## src/rtl/id_pkg.sv

```systemverilog
// Shared types and helpers for the identifier-scan arbiter: character classes,
// recognizer states, controller states and an ASCII classifier.
package id_pkg;

  typedef enum logic [1:0] {
    ClsOther  = 2'b01,
    ClsNum    = 2'b10,
    ClsLetter = 2'b11
  } char_cls_e;

  typedef enum logic [1:0] {
    CoreS0 = 2'b00,
    CoreS1 = 2'b01,
    CoreS2 = 2'b10
  } core_state_e;

  typedef enum logic [1:0] {
    StIdle   = 2'b00,
    StFeed   = 2'b01,
    StReport = 2'b10
  } ctrl_state_e;

  // Letters are 'A'..'Z' and 'a'..'z'; digits are '0'..'9'; everything else is other.
  function automatic char_cls_e classify(input logic [7:0] c);
    if ((c >= 8'h41 && c <= 8'h5a) || (c >= 8'h61 && c <= 8'h7a)) begin
      return ClsLetter;
    end else if (c >= 8'h30 && c <= 8'h39) begin
      return ClsNum;
    end else begin
      return ClsOther;
    end
  endfunction

endpackage

```

## src/rtl/id_match_core.sv

```systemverilog
// Three-state letter-then-digits recognizer. S2 means the characters seen since
// the last clear end in a letter followed by one or more digits.
module id_match_core
  import id_pkg::*;
(
  input  logic       clk,
  input  logic       rst_n,
  input  logic       clr,
  input  logic       en,
  input  logic [7:0] char,
  output logic [1:0] state
);

  core_state_e state_q, state_d;

  // Next-state: clear wins over enable; hold when not enabled.
  always_comb begin
    state_d = state_q;
    if (clr) begin
      state_d = CoreS0;
    end else if (en) begin
      case (classify(char))
        ClsLetter: state_d = CoreS1;
        ClsNum:    state_d = (state_q == CoreS0) ? CoreS0 : CoreS2;
        default:   state_d = CoreS0;
      endcase
    end
  end

  // Recognizer state register.
  always_ff @(posedge clk or negedge rst_n) begin
    if (!rst_n) begin
      state_q <= CoreS0;
    end else begin
      state_q <= state_d;
    end
  end

  assign state = state_q;

endmodule

```

## src/rtl/id_scan_arb.sv

```systemverilog
// Round-robin arbiter sharing one identifier recognizer between two character
// streams. Grants a requester in IDLE, feeds its token in FEED, and emits a
// one-cycle result in REPORT.
module id_scan_arb
  import id_pkg::*;
#(
  parameter int unsigned LEN_W = 5
) (
  input  logic             clk,
  input  logic             rst_n,
  input  logic             req0_valid,
  input  logic [7:0]       req0_char,
  input  logic             req0_last,
  output logic             req0_ready,
  input  logic             req1_valid,
  input  logic [7:0]       req1_char,
  input  logic             req1_last,
  output logic             req1_ready,
  output logic             res_valid,
  output logic             res_id,
  output logic             res_match,
  output logic [LEN_W-1:0] res_len,
  output logic             busy
);

  localparam logic [LEN_W-1:0] LenMax = '1;

  ctrl_state_e      state_q, state_d;
  logic             gid_q, gid_d;
  logic             last_grant_q, last_grant_d;
  logic [LEN_W-1:0] len_q, len_d;
  logic             res_id_q;
  logic             res_match_q;
  logic [LEN_W-1:0] res_len_q;

  logic             core_clr;
  logic             core_en;
  logic [7:0]       core_char;
  logic [1:0]       core_state;

  logic             sel_valid;
  logic             sel_last;
  logic             in_report;
  logic             cur_match;

  // Route the granted requester's stream to the recognizer.
  always_comb begin
    sel_valid = gid_q ? req1_valid : req0_valid;
    sel_last  = gid_q ? req1_last  : req0_last;
    core_char = gid_q ? req1_char  : req0_char;
  end

  // Controller next-state, grant selection and length counting.
  always_comb begin
    state_d      = state_q;
    gid_d        = gid_q;
    last_grant_d = last_grant_q;
    len_d        = len_q;
    core_clr     = 1'b0;
    core_en      = 1'b0;
    unique case (state_q)
      StIdle: begin
        if (req0_valid || req1_valid) begin
          // On a tie, favour whoever was not served last.
          gid_d    = (req0_valid && req1_valid) ? ~last_grant_q : req1_valid;
          core_clr = 1'b1;
          len_d    = '0;
          state_d  = StFeed;
        end
      end
      StFeed: begin
        // A low valid is a bubble: nothing advances and the grant is kept.
        if (sel_valid) begin
          core_en = 1'b1;
          if (len_q != LenMax) begin
            len_d = len_q + LEN_W'(1);
          end
          if (sel_last) begin
            state_d = StReport;
          end
        end
      end
      StReport: begin
        last_grant_d = gid_q;
        state_d      = StIdle;
      end
      default: begin
        state_d = StIdle;
      end
    endcase
  end

  // Controller, grant and length registers.
  always_ff @(posedge clk or negedge rst_n) begin
    if (!rst_n) begin
      state_q      <= StIdle;
      gid_q        <= 1'b0;
      last_grant_q <= 1'b1;
      len_q        <= '0;
    end else begin
      state_q      <= state_d;
      gid_q        <= gid_d;
      last_grant_q <= last_grant_d;
      len_q        <= len_d;
    end
  end

  // Capture the reported result so res_* hold their values after REPORT.
  always_ff @(posedge clk or negedge rst_n) begin
    if (!rst_n) begin
      res_id_q    <= 1'b0;
      res_match_q <= 1'b0;
      res_len_q   <= '0;
    end else if (in_report) begin
      res_id_q    <= gid_q;
      res_match_q <= cur_match;
      res_len_q   <= len_q;
    end
  end

  id_match_core u_core (
    .clk   (clk),
    .rst_n (rst_n),
    .clr   (core_clr),
    .en    (core_en),
    .char  (core_char),
    .state (core_state)
  );

  // Outputs decode registered state only; ready never depends on valid.
  always_comb begin
    in_report  = (state_q == StReport);
    cur_match  = (core_state == CoreS2);
    req0_ready = (state_q == StFeed) && !gid_q;
    req1_ready = (state_q == StFeed) && gid_q;
    busy       = (state_q != StIdle);
    res_valid  = in_report;
    res_id     = in_report ? gid_q     : res_id_q;
    res_match  = in_report ? cur_match : res_match_q;
    res_len    = in_report ? len_q     : res_len_q;
  end

endmodule

```

## config.mk

```make
export PLATFORM = sky130hd
export DESIGN_NAME = id_scan_arb
export DESIGN_NICKNAME = d
export VERILOG_FILES = /design/src/rtl/id_pkg.sv /design/src/rtl/id_match_core.sv /design/src/rtl/id_scan_arb.sv
export SDC_FILE = /design/constraint.sdc
export NUM_CORES = 1
export LEC_CHECK = 0
export BUFFER_PORTS_ARGS = -buffer_cell sky130_fd_sc_hd__buf_2
export CAP_MARGIN = 5
export CORE_ASPECT_RATIO = 1.4
export CORE_MARGIN = 5
export CORE_UTILIZATION = 44
export CTS_CLUSTER_DIAMETER = 120
export DETAILED_ROUTE_END_ITERATION = 16
export MAX_ROUTING_LAYER = met4
export PLACE_DENSITY = 0.77
export SKIP_LAST_GASP = 1
export SLEW_MARGIN = 15
export SYNTH_ARGS = -nofsm -noshare
export SYNTH_HDL_FRONTEND = slang
export SYNTH_HIERARCHICAL = 1
export SYNTH_SLANG_ARGS = --single-unit
```

## constraint.sdc

```tcl
create_clock -name clk -period 1.8 [get_ports clk]
set_clock_uncertainty 0.15 [all_clocks]
set_input_delay 0.18 -clock clk [delete_from_list [all_inputs] [get_ports clk]]
set_output_delay 0.18 -clock clk [all_outputs]
set_load 0.05 [all_outputs]
```

==> results of run 1 <==
-- area by class of cell --
| class | instances | area share (%) |
|---|---|---|
| tap | 22 | 1.863 |
| sequential | 18 | 30.74 |
| timing repair buffer | 49 | 22.86 |
| inverter | 5 | 1.270 |
| clock buffer | 4 | 2.456 |
| multi-input combinational | 78 | 40.81 |
-- power by group through the flow --
| stage | combinational, mW | sequential [mW] | clock [mW] |
|---|---|---|---|
| CTS | 1.46 | 0.658 | 0.258 |
| global placement | 1.27 | 0.642 | 0 |
| finish | 1.55 | 0.658 | 0.260 |
| detailed placement | 1.30 | 0.651 | 0 |
| floorplan | 0.954 | 0.631 | 0 |
| global route | 1.65 | 0.672 | 0.276 |
-- path summary, 6_finish.rpt --
check	slack, ps	end	cells after the start
min in group asynchronous	170	len_q[0]$_DFFE_PN0P_	2
max in group asynchronous	1000	last_grant_q$_DFFE_PN1P_	2
min	10	state_q[1]$_DFFE_PN0P_	3
max reg2reg	30	len_q[0]$_DFFE_PN0P_	5
min reg2reg	330	last_grant_q$_DFFE_PN1P_	2
max	30	len_q[0]$_DFFE_PN0P_	5
-- per-stage QoR --
step	cell area, um2	setup TNS [ps]
floorplan	1021	-656.5
global placement	1264	-32.00
detailed placement	1264	-344.1
CTS	1425	-2.141
global route	1478	-57.69
finish	1478	0
-- logic make-up after synthesis --
group	share of synthesized area, %
mux	12.19
simple gates	23.77
flops	44.46
buf+inv	3.571
compound gates	13.55
fa+ha+maj	2.463
-- sequential cells by signal, summed over array words and instances (netlist names) --
name,cells
len_q,5
res_match_q,1
state_q,2
res_len_q,5
last_grant_q,1
u_core/state,2
gid_q,1
res_id_q,1
-- critical path: stages, from the launching register on --
cell,delay (ps)
dfrtp_1,410
ha_2,210
and3_4,180
ha_4,170
or4_4,510
o21ai_2,70
-- cell usage after synthesis, types with 2 or more instances --
master	number	area (um2)
dfrtp_1	17	425.4
mux2i_1	2	20.02
a2bb2oi_1	2	17.52
buf_2	2	10.01
nand2b_1	3	18.77
mux2_2	8	90.09
o21ai_1	5	25.02
nor4_1	2	12.51
nand3_1	3	15.01
nor2_1	6	22.52
a21oi_1	5	25.02
nand2_1	19	71.32
o21ai_0	2	10.01
or2_1	2	12.51
inv_1	4	15.01
ha_1	2	25.02
-- metal layers --
layer | share of wire (%) | global-route usage (%)
met4 | 2.9 | 7.987
met2 | 55 | 30.12
met1 | 38 | 19.15
met5 | 0 | -
met3 | 4.0 | 2.013
-- repair_timing --
item / 4_1_cts / 5_1_grt
endpoints found under the setup margin: 16 / 11
pin swaps: 5 / 7
resized for setup: 22 / 14
hold buffers: 3 / 0
endpoints found under the hold margin: 20 / 0
buffers inserted: 3 / 1
==> run summary, run 1 <==
==================================================================================
Outcome                                                               complete, no violations
Critical Setup Path Class                                               reg -> reg
Post-synthesis sequential element count                                         18
Core footprint                                                            2202 um2
DRC violation count after routing                                                0
Full die area                                                             3384 um2
Async set-or-reset flop fraction in the synthesized netlist                 100.0%
Final setup violation count                                                      0
I/O pin count                                                                   33
Placed instance count                                                          165
Overall power                                                             2.465 mW
Leakage dissipation                                                      0.7147 nW
Cell Rows                                                                       20
Most frequent cells in the layout                                     buf_2, nand2_1, dfrtp_1
Highest Clock Rate                                                      0.5654 GHz
Count of clock tree sinks                                                       18
Synth warnings                                                                   6
Via count                                                                      954
Cells after Synth                                                              104
Crit path arrival time                                                     1860 ps
Count of buffers from port buffering                                            32
CTS tree                                                                       yes
Post-route antenna net violation count                                           0
Maximum resistive drop on vdd                                            0.8231 mV
Synthesized cell area                                                     1016 um2
Inserted Clock Buffers                                                           3
Syn Nets                                                                       128
Initial antenna violation count                                                  0
Largest net degree at the start of global routing                               19
Via count of the first global-routing pass                                     988
Fin crit share                                                              98.26%
Final global-route overflow total                                                0
Fill count                                                                     187
Hold_sp                                                                  req0_last
DRC marker count from the first detailed-route iteration                        17
Via-to-Cell Ratio                                                            5.420
Non-Filler Instances                                                           176
Unique masters post-synth                                                       36
Final weighted congestion of routability-driven global placement            0.9103
Post-Route Hold Slack                                                     10.31 ps
Internal power contribution                                               1.339 mW
Sum of net half-perimeters after detailed placement                        2078 um
Maximum fanout along the worst path                                              4
Beginning of the worst register-to-register path                      len_q[1]$_DFFE_PN0P_
Fraction of power spent switching nets                                      45.71%
Sequential element share of the synthesized area                            44.46%
Total number of nets in the final design                                       179
Share of final-layout standard cells stronger than drive strength 1         51.30%
Sequential share of power                                                    26.7%
Setup slack at placement                                                 -78.77 ps
WL final                                                                   2656 um
Clock root cell                                                           clkbuf_4
Average wire per cell in the routed design                                15.09 um
Final Hold Violating Endpoints                                                   0
Time the worst path needs with I/O delays and setup                        1769 ps
Worst setup slack after layout                                            31.35 ps
Transition at the pin with the smallest max-transition slack              406.4 ps
Number of enable-type register cells in the synthesized netlist                  0
Total iterations of the first detailed-routing run                               2
Critical Path Source                                                  len_q[1]$_DFFE_PN0P_
Share of the core filled with cells                                         67.10%
Y dimension of the die                                                    66.86 um
Multi-input gate area in the final layout                                603.1 um2
Relative contribution of the clock network to total power                    10.5%
Initial cell density of the core                                            46.14%
Per-instance average area after synthesis                                9.769 um2
Gr usage total                                                              17.22%
Net switching power                                                       1.127 mW
Clock Tree Buf Depth                                                             2
Die Span X                                                                50.61 um
Classification of the worst-slack hold path                              in -> reg
Count of maximum capacitance violations                                          0
Most used flip-flop cell after synthesis                                   dfrtp_1
Startpoint type of the worst setup path                                       flop
Number of pins with negative max-slew slack in the final report                  0
H-tree lvl count                                                                 1
Register area                                                            454.2 um2
Wire length of the first global-routing pass                               4305 um
P&R area growth vs syn                                                      45.44%
Unrepaired setup endpoints after global routing                               true
Required time reported for the critical path endpoint                      1890 ps
Nature of the critical path endpoint                                          flop
Clock transition at the registers of the reported paths                     110 ps
Comb power frac                                                              62.8%
Antenna cells                                                                    0
Commonest non-fill, non-tap cell in the layout                               buf_2
Max_slew headroom                                                           72.90%
Clk Latency, worst-skew pair                                                300 ps
Pwr dens                                                               1668 nW/um2
==================================================================================
No activity file was read; power rests on OpenSTA's default activity.
==> run 2, diff against run 1 <==
--- a/config.mk
+++ b/config.mk
@@ -14,6 +14,7 @@
 export DETAILED_ROUTE_END_ITERATION = 16
 export MAX_ROUTING_LAYER = met4
 export PLACE_DENSITY = 0.77
+export SETUP_SLACK_MARGIN = 0.15
 export SKIP_LAST_GASP = 1
 export SLEW_MARGIN = 15
 export SYNTH_ARGS = -nofsm -noshare
==> run 2 against run 1 <==
  * The flow now finishes with violations (hold timing, setup timing)
  * Die area unchanged
  * Total power up 23%
  * Sequential share of layout area down 5.6 points
  * Hold slack worse by 18 ps
  * Via count up 10%
  * Core utilization up 15 points
  * Maximum frequency down 3.8%
  * Critical endpoint is now len_q[1]$_DFFE_PN0P_
  * Largest power group unchanged
==> run summary, run 2 (synthesis gave the netlist of run 1 again) <==
==================================================================================
Post-Route Hold Slack                                                    -7.529 ps
I/O pin count                                                                   33
Beginning of the worst register-to-register path                      len_q[0]$_DFFE_PN0P_
Full die area                                                             3384 um2
Hold_sp                                                                  req1_last
Non-Filler Instances                                                           191
Antenna cells                                                                    0
Internal power contribution                                               1.680 mW
Pwr dens                                                               1687 nW/um2
Comb power frac                                                              68.7%
Crit path arrival time                                                     1920 ps
Sequential share of power                                                    22.7%
Wire length of the first global-routing pass                               4885 um
Maximum resistive drop on vdd                                            0.9689 mV
Cell-by-cell listing of the critical path                             ha_2 > and3_4 > ha_4 > o32ai_4 > mux2i_1
Via count                                                                     1050
Clock Tree Buf Depth                                                             2
Required time reported for the critical path endpoint                      1890 ps
Placed instance count                                                          167
Net switching power                                                       1.355 mW
Critical Path Source                                                  len_q[0]$_DFFE_PN0P_
Number of pins with negative max-slew slack in the final report                  0
Classification of the worst-slack hold path                              in -> reg
Fraction of power spent switching nets                                      44.65%
Via-to-Cell Ratio                                                            5.497
Critical Setup Path Class                                               reg -> reg
Worst setup slack after layout                                           -38.30 ps
Via count of the first global-routing pass                                    1137
Fin crit share                                                              102.1%
Clock root cell                                                           clkbuf_4
Total iterations of the first detailed-routing run                               4
Count of buffers from port buffering                                            32
Final setup violation count                                                      3
Startpoint type of the worst setup path                                       flop
Max_slew headroom                                                           72.54%
Cell area after layout                                                    1799 um2
Highest-delay cell along the critical path                                 dfrtp_1
Setup slack at placement                                                 -50.18 ps
Largest net degree at the start of global routing                               19
Initial cell density of the core                                            46.14%
Largest stage delay on the critical path                                    410 ps
Inserted Clock Buffers                                                           3
Nature of the critical path endpoint                                          flop
Y dimension of the die                                                    66.86 um
Total number of nets in the final design                                       194
Unrepaired setup endpoints after global routing                               true
Overall power                                                             3.035 mW
Post-route antenna net violation count                                           0
P&R area growth vs syn                                                      77.09%
Count of maximum capacitance violations                                          0
Core footprint                                                            2202 um2
Clk Latency, worst-skew pair                                                320 ps
Relative contribution of the clock network to total power                     8.7%
Final global-route overflow total                                                0
CTS tree                                                                       yes
Post-DP Area                                                              1282 um2
Average wire per cell in the routed design                                16.90 um
Share of final-layout standard cells stronger than drive strength 1         64.50%
Clock transition at the registers of the reported paths                     110 ps
Most frequent cells in the layout                                     buf_4, buf_2, dfrtp_1
Commonest non-fill, non-tap cell in the layout                               buf_4
DRC violation count after routing                                                0
Transition at the pin with the smallest max-transition slack              411.9 ps
Die Span X                                                                50.61 um
Gr usage total                                                              19.21%
Leakage dissipation                                                      0.8407 nW
Time the worst path needs with I/O delays and setup                        1838 ps
Highest Clock Rate                                                      0.5440 GHz
Count of clock tree sinks                                                       18
Maximum fanout along the worst path                                              5
WL final                                                                   3227 um
Registers with the most flip-flops                                    len_q (5), res_len_q (5)
Final weighted congestion of routability-driven global placement            0.8735
H-tree lvl count                                                                 1
Sum of net half-perimeters after detailed placement                        1938 um
Violated checks                                                       hold timing, setup timing
Outcome                                                               finished, violations left
Final Hold Violating Endpoints                                                   1
Initial antenna violation count                                                  0
Cell Rows                                                                       20
DRC marker count from the first detailed-route iteration                        15
==================================================================================
run 2: power groups by stage:
stage	clock (mW)	sequential, mW	combinational [mW]
after global placement	0	0.647	1.27
after floorplan	0	0.631	0.968
final	0.263	0.688	2.08
after detailed placement	0	0.656	1.30
after CTS	0.260	0.656	1.68
after global routing	0.292	0.706	2.20
run 2: final cells by class:
| class | instances | area [um2] |
|---|---|---|
| fillers | 129 | 402.9 |
| well taps | 22 | 27.53 |
| repair buffers | 64 | 520.5 |
| inverters | 5 | 23.77 |
| flip-flops and latches | 18 | 452.9 |
| multi-input cells | 78 | 738.2 |
| clock buffers | 4 | 36.28 |
run 2: timing repair:
| action | 4_1_cts | 5_1_grt |
|---|---|---|
| gates resized for setup | 49 | 36 |
| hold buffers | 2 | 0 |
| endpoints found under the setup margin | 17 | 18 |
| pin swaps | 5 | 13 |
| hold endpoints to repair | 19 | 0 |
| setup buffers | 7 | 11 |
run 2: path summary, 6_finish.rpt:
| path | endpoint | cells past startpoint | slack (ps) |
|---|---|---|---|
| max | len_q[1]$_DFFE_PN0P_ | 5 | -40 |
| min | state_q[1]$_DFFE_PN0P_ | 3 | -8 |
| max reg2reg | len_q[1]$_DFFE_PN0P_ | 5 | -40 |
| min reg2reg | last_grant_q$_DFFE_PN1P_ | 2 | 350 |
| max in group asynchronous | last_grant_q$_DFFE_PN1P_ | 2 | 1010 |
| min in group asynchronous | state_q[1]$_DFFE_PN0P_ | 2 | 160 |
run 2: through the flow:
stage	utilization [%]	setup TNS (ps)
after floorplan	-	-628.8
after global placement	58.24	0
after detailed placement	58.24	-50.18
after CTS	71.25	0
after global routing	81.70	-621.5
final	81.70	-94.11
run 2: worst max-delay path, delay by kind of cell, from the launching register on:
kind,cells,cell delay (ps)
flops,1,410
fa+ha+maj,2,390
compound gates,1,350
mux,1,280
simple gates,1,190
run 2: routing by layer:
layer,global-route usage [%],share of wire [%],up-vias
met5,-,0,-
met4,8.307,4.8,0
met3,2.908,4.1,13
met2,35.87,56,34
met1,19.17,35,507
li1,-,-,496
==> run 3, diff against run 2 <==
--- a/config.mk
+++ b/config.mk
@@ -9,11 +9,10 @@
 export CAP_MARGIN = 5
 export CORE_ASPECT_RATIO = 1.4
 export CORE_MARGIN = 5
-export CORE_UTILIZATION = 44
+export CORE_UTILIZATION = 30
 export CTS_CLUSTER_DIAMETER = 120
 export DETAILED_ROUTE_END_ITERATION = 16
-export MAX_ROUTING_LAYER = met4
-export PLACE_DENSITY = 0.77
+export PLACE_DENSITY = 0.57
 export SETUP_SLACK_MARGIN = 0.15
 export SKIP_LAST_GASP = 1
 export SLEW_MARGIN = 15
==> run 3 against run 2 <==
  * The flow now finishes without violations
  * Total power is 3.7% lower
  * Final cell count increased by 4.2%
  * Sequential power barely moved
  * First-iteration DRC count decreased by 13%
  * Sequential cell count is the same
  * Maximum frequency grew 3.9%
  * Via count decreased by 7.6%
  * Sequential share of layout area grew 0.84 points
  * Clock power up 28%
  * Non-clock buffer count fell by 10
  * Critical path type unchanged
==> run summary, run 3 (synthesis gave the netlist of run 1 again) <==
==================================================================================
Post-DP Area                                                              1305 um2
Cell depth of the worst flop-to-flop path                                        6
Placed instance count                                                          185
Cell Rows                                                                       25
Cell area after layout                                                    1750 um2
Most prevalent standard cell on the critical path                            buf_4
Hold_sp                                                                 req0_valid
Core footprint                                                            3316 um2
Clock Tree Buf Depth                                                             2
Cell-by-cell listing of the critical path                             buf_6 > mux2i_2 > buf_4 > o32ai_4 > buf_4 > a2bb2oi_2
Gr usage total                                                              13.03%
Sum of net half-perimeters after detailed placement                        2097 um
Worst hold path cell count                                                       2
Beginning of the worst register-to-register path                      gid_q$_DFFE_PN0P_
CTS tree                                                                       yes
Final global-route overflow total                                                0
Largest stage delay on the critical path                                    450 ps
H-tree lvl count                                                                 1
Via count                                                                      970
Die Span X                                                                59.19 um
Clock root cell                                                           clkbuf_8
DRC violation count after routing                                                0
Full die area                                                             4667 um2
Classification of the worst-slack hold path                              in -> reg
Registers with the most flip-flops                                    len_q (5), res_len_q (5)
Inserted Clock Buffers                                                           3
Required time reported for the critical path endpoint                      1790 ps
Via-to-Cell Ratio                                                            4.874
Metal-1 WL                                                                 1076 um
Length of routed met2 wiring                                               1580 um
Antenna cells                                                                    0
Average wire per cell in the routed design                                14.25 um
I/O pin count                                                                   33
Via count of the first global-routing pass                                    1054
Nature of the critical path endpoint                                          flop
WL final                                                                   2836 um
Crit path arrival time                                                     1760 ps
Count of clock tree sinks                                                       18
Initial cell density of the core                                            30.64%
Max_slew headroom                                                           72.29%
Highest-delay cell along the critical path                                 dfrtp_2
Unrepaired setup endpoints after global routing                               true
Share of final-layout standard cells stronger than drive strength 1         66.04%
End of the worst hold path                                            gid_q$_DFFE_PN0P_
DRC marker count from the first detailed-route iteration                        13
Y dimension of the die                                                    78.86 um
Count of maximum capacitance violations                                          0
Pwr dens                                                               1670 nW/um2
Maximum resistive drop on vdd                                            0.9400 mV
Final Hold Violating Endpoints                                                   0
Final setup violation count                                                      0
Startpoint type of the worst setup path                                       flop
P&R area growth vs syn                                                      72.29%
Highest Clock Rate                                                      0.5651 GHz
Non-Filler Instances                                                           199
Clk Latency, worst-skew pair                                                250 ps
Commonest non-fill, non-tap cell in the layout                               buf_2
Post-route antenna net violation count                                           0
Total number of nets in the final design                                       184
Largest net degree at the start of global routing                               19
Critical Setup Path Class                                               reg -> reg
Total iterations of the first detailed-routing run                               4
Outcome                                                               complete, no violations
Clock transition at the registers of the reported paths                      70 ps
Leakage dissipation                                                      0.8000 nW
Detailed route wirelength on metal3                                          93 um
Share of the core filled with cells                                         52.79%
Number of pins with negative max-slew slack in the final report                  0
Top routing layer in use                                                      met4
Transition at the pin with the smallest max-transition slack              415.6 ps
Most frequent cells in the layout                                     buf_2, buf_4, dfrtp_1
End of the worst register-to-register path                            len_q[3]$_DFFE_PN0P_
Wire length of the first global-routing pass                               4685 um
Count of buffers from port buffering                                            32
Final weighted congestion of routability-driven global placement            0.8384
Maximum fanout along the worst path                                              7
Initial antenna violation count                                                  0
Worst reg-to-reg setup slack                                                 30 ps
Time the worst path needs with I/O delays and setup                        1770 ps
Fin crit share                                                              98.31%
==================================================================================
run 3: changes by cell type in the layout (fill, tap and decap cells not counted), sizes merged:
cell	before	now
buf	61	53
clkbuf	5	4
clkinv	0	1
dlygate4sd3	2	1
inv	5	4
run 3: timing repair:
| item | 4_1_cts | 5_1_grt |
|---|---|---|
| endpoints found under the hold margin | 17 | 0 |
| buffers inserted | 2 | 7 |
| endpoints found under the setup margin | 18 | 17 |
| hold buffers | 1 | 0 |
| pin swaps | 8 | 8 |
| gates resized for setup | 55 | 26 |
run 3: metrics by stage:
| stage | setup TNS, ps | hold WS (ps) | total power, mW | worst slack, ps |
|---|---|---|---|---|
| 2_1_floorplan | -628.8 | -265.6 | 1.599 | -109.8 |
| 3_3_place_gp | 0 | -16.94 | 1.945 | 22.69 |
| 3_5_place_dp | -38.43 | -11.33 | 1.966 | -38.43 |
| 4_1_cts | 0 | 6.026 | 2.660 | 57.55 |
| 5_1_grt | -167.5 | 21.47 | 3.083 | -48.58 |
| 6_report | 0 | 11.33 | 2.923 | 30.35 |
run 3: power breakdown:
part | internal, mW | switching, mW
clock | 0.194 | 0.142
sequential | 0.555 | 0.135
combinational | 0.884 | 1.01
total | 1.63 | 1.29
run 3: worst max path at each step:
| stage | start | end | cells after the start |
|---|---|---|---|
| after floorplan | state_q[0]$_DFFE_PN0P_ | res_len_q[0]$_DFF_PN0_ | 3 |
| after global placement | gid_q$_DFFE_PN0P_ | u_core/state[1]$_DFFE_PN0P_ | 6 |
| after detailed placement | gid_q$_DFFE_PN0P_ | u_core/state[1]$_DFFE_PN0P_ | 6 |
| after CTS | gid_q$_DFFE_PN0P_ | u_core/state[1]$_DFFE_PN0P_ | 6 |
| after global routing | gid_q$_DFFE_PN0P_ | len_q[4]$_DFFE_PN0P_ | 5 |
| final | gid_q$_DFFE_PN0P_ | len_q[3]$_DFFE_PN0P_ | 6 |
run 3: cell type report:
| type | instances | area, um2 |
|---|---|---|
| clock buffers | 4 | 55.05 |
| fillers | 313 | 1565 |
| flip-flops and latches | 18 | 455.4 |
| inverters | 5 | 22.52 |
| multi-input cells | 78 | 747.0 |
| repair buffers | 54 | 420.4 |
| well taps | 40 | 50.05 |
run 3: per-layer routing:
layer | GRT usage [%] | vias to the layer above
met5 | 0 | -
met4 | 7.483 | 0
met3 | 1.138 | 6
met2 | 23.63 | 34
met1 | 14.13 | 458
li1 | - | 472
run 3: worst max-delay path: cells and delay by family (launching register included):
family / cells / cell delay [ps]
buf+inv: 3 / 490
flops: 1 / 450
compound gates: 2 / 410
mux: 1 / 150
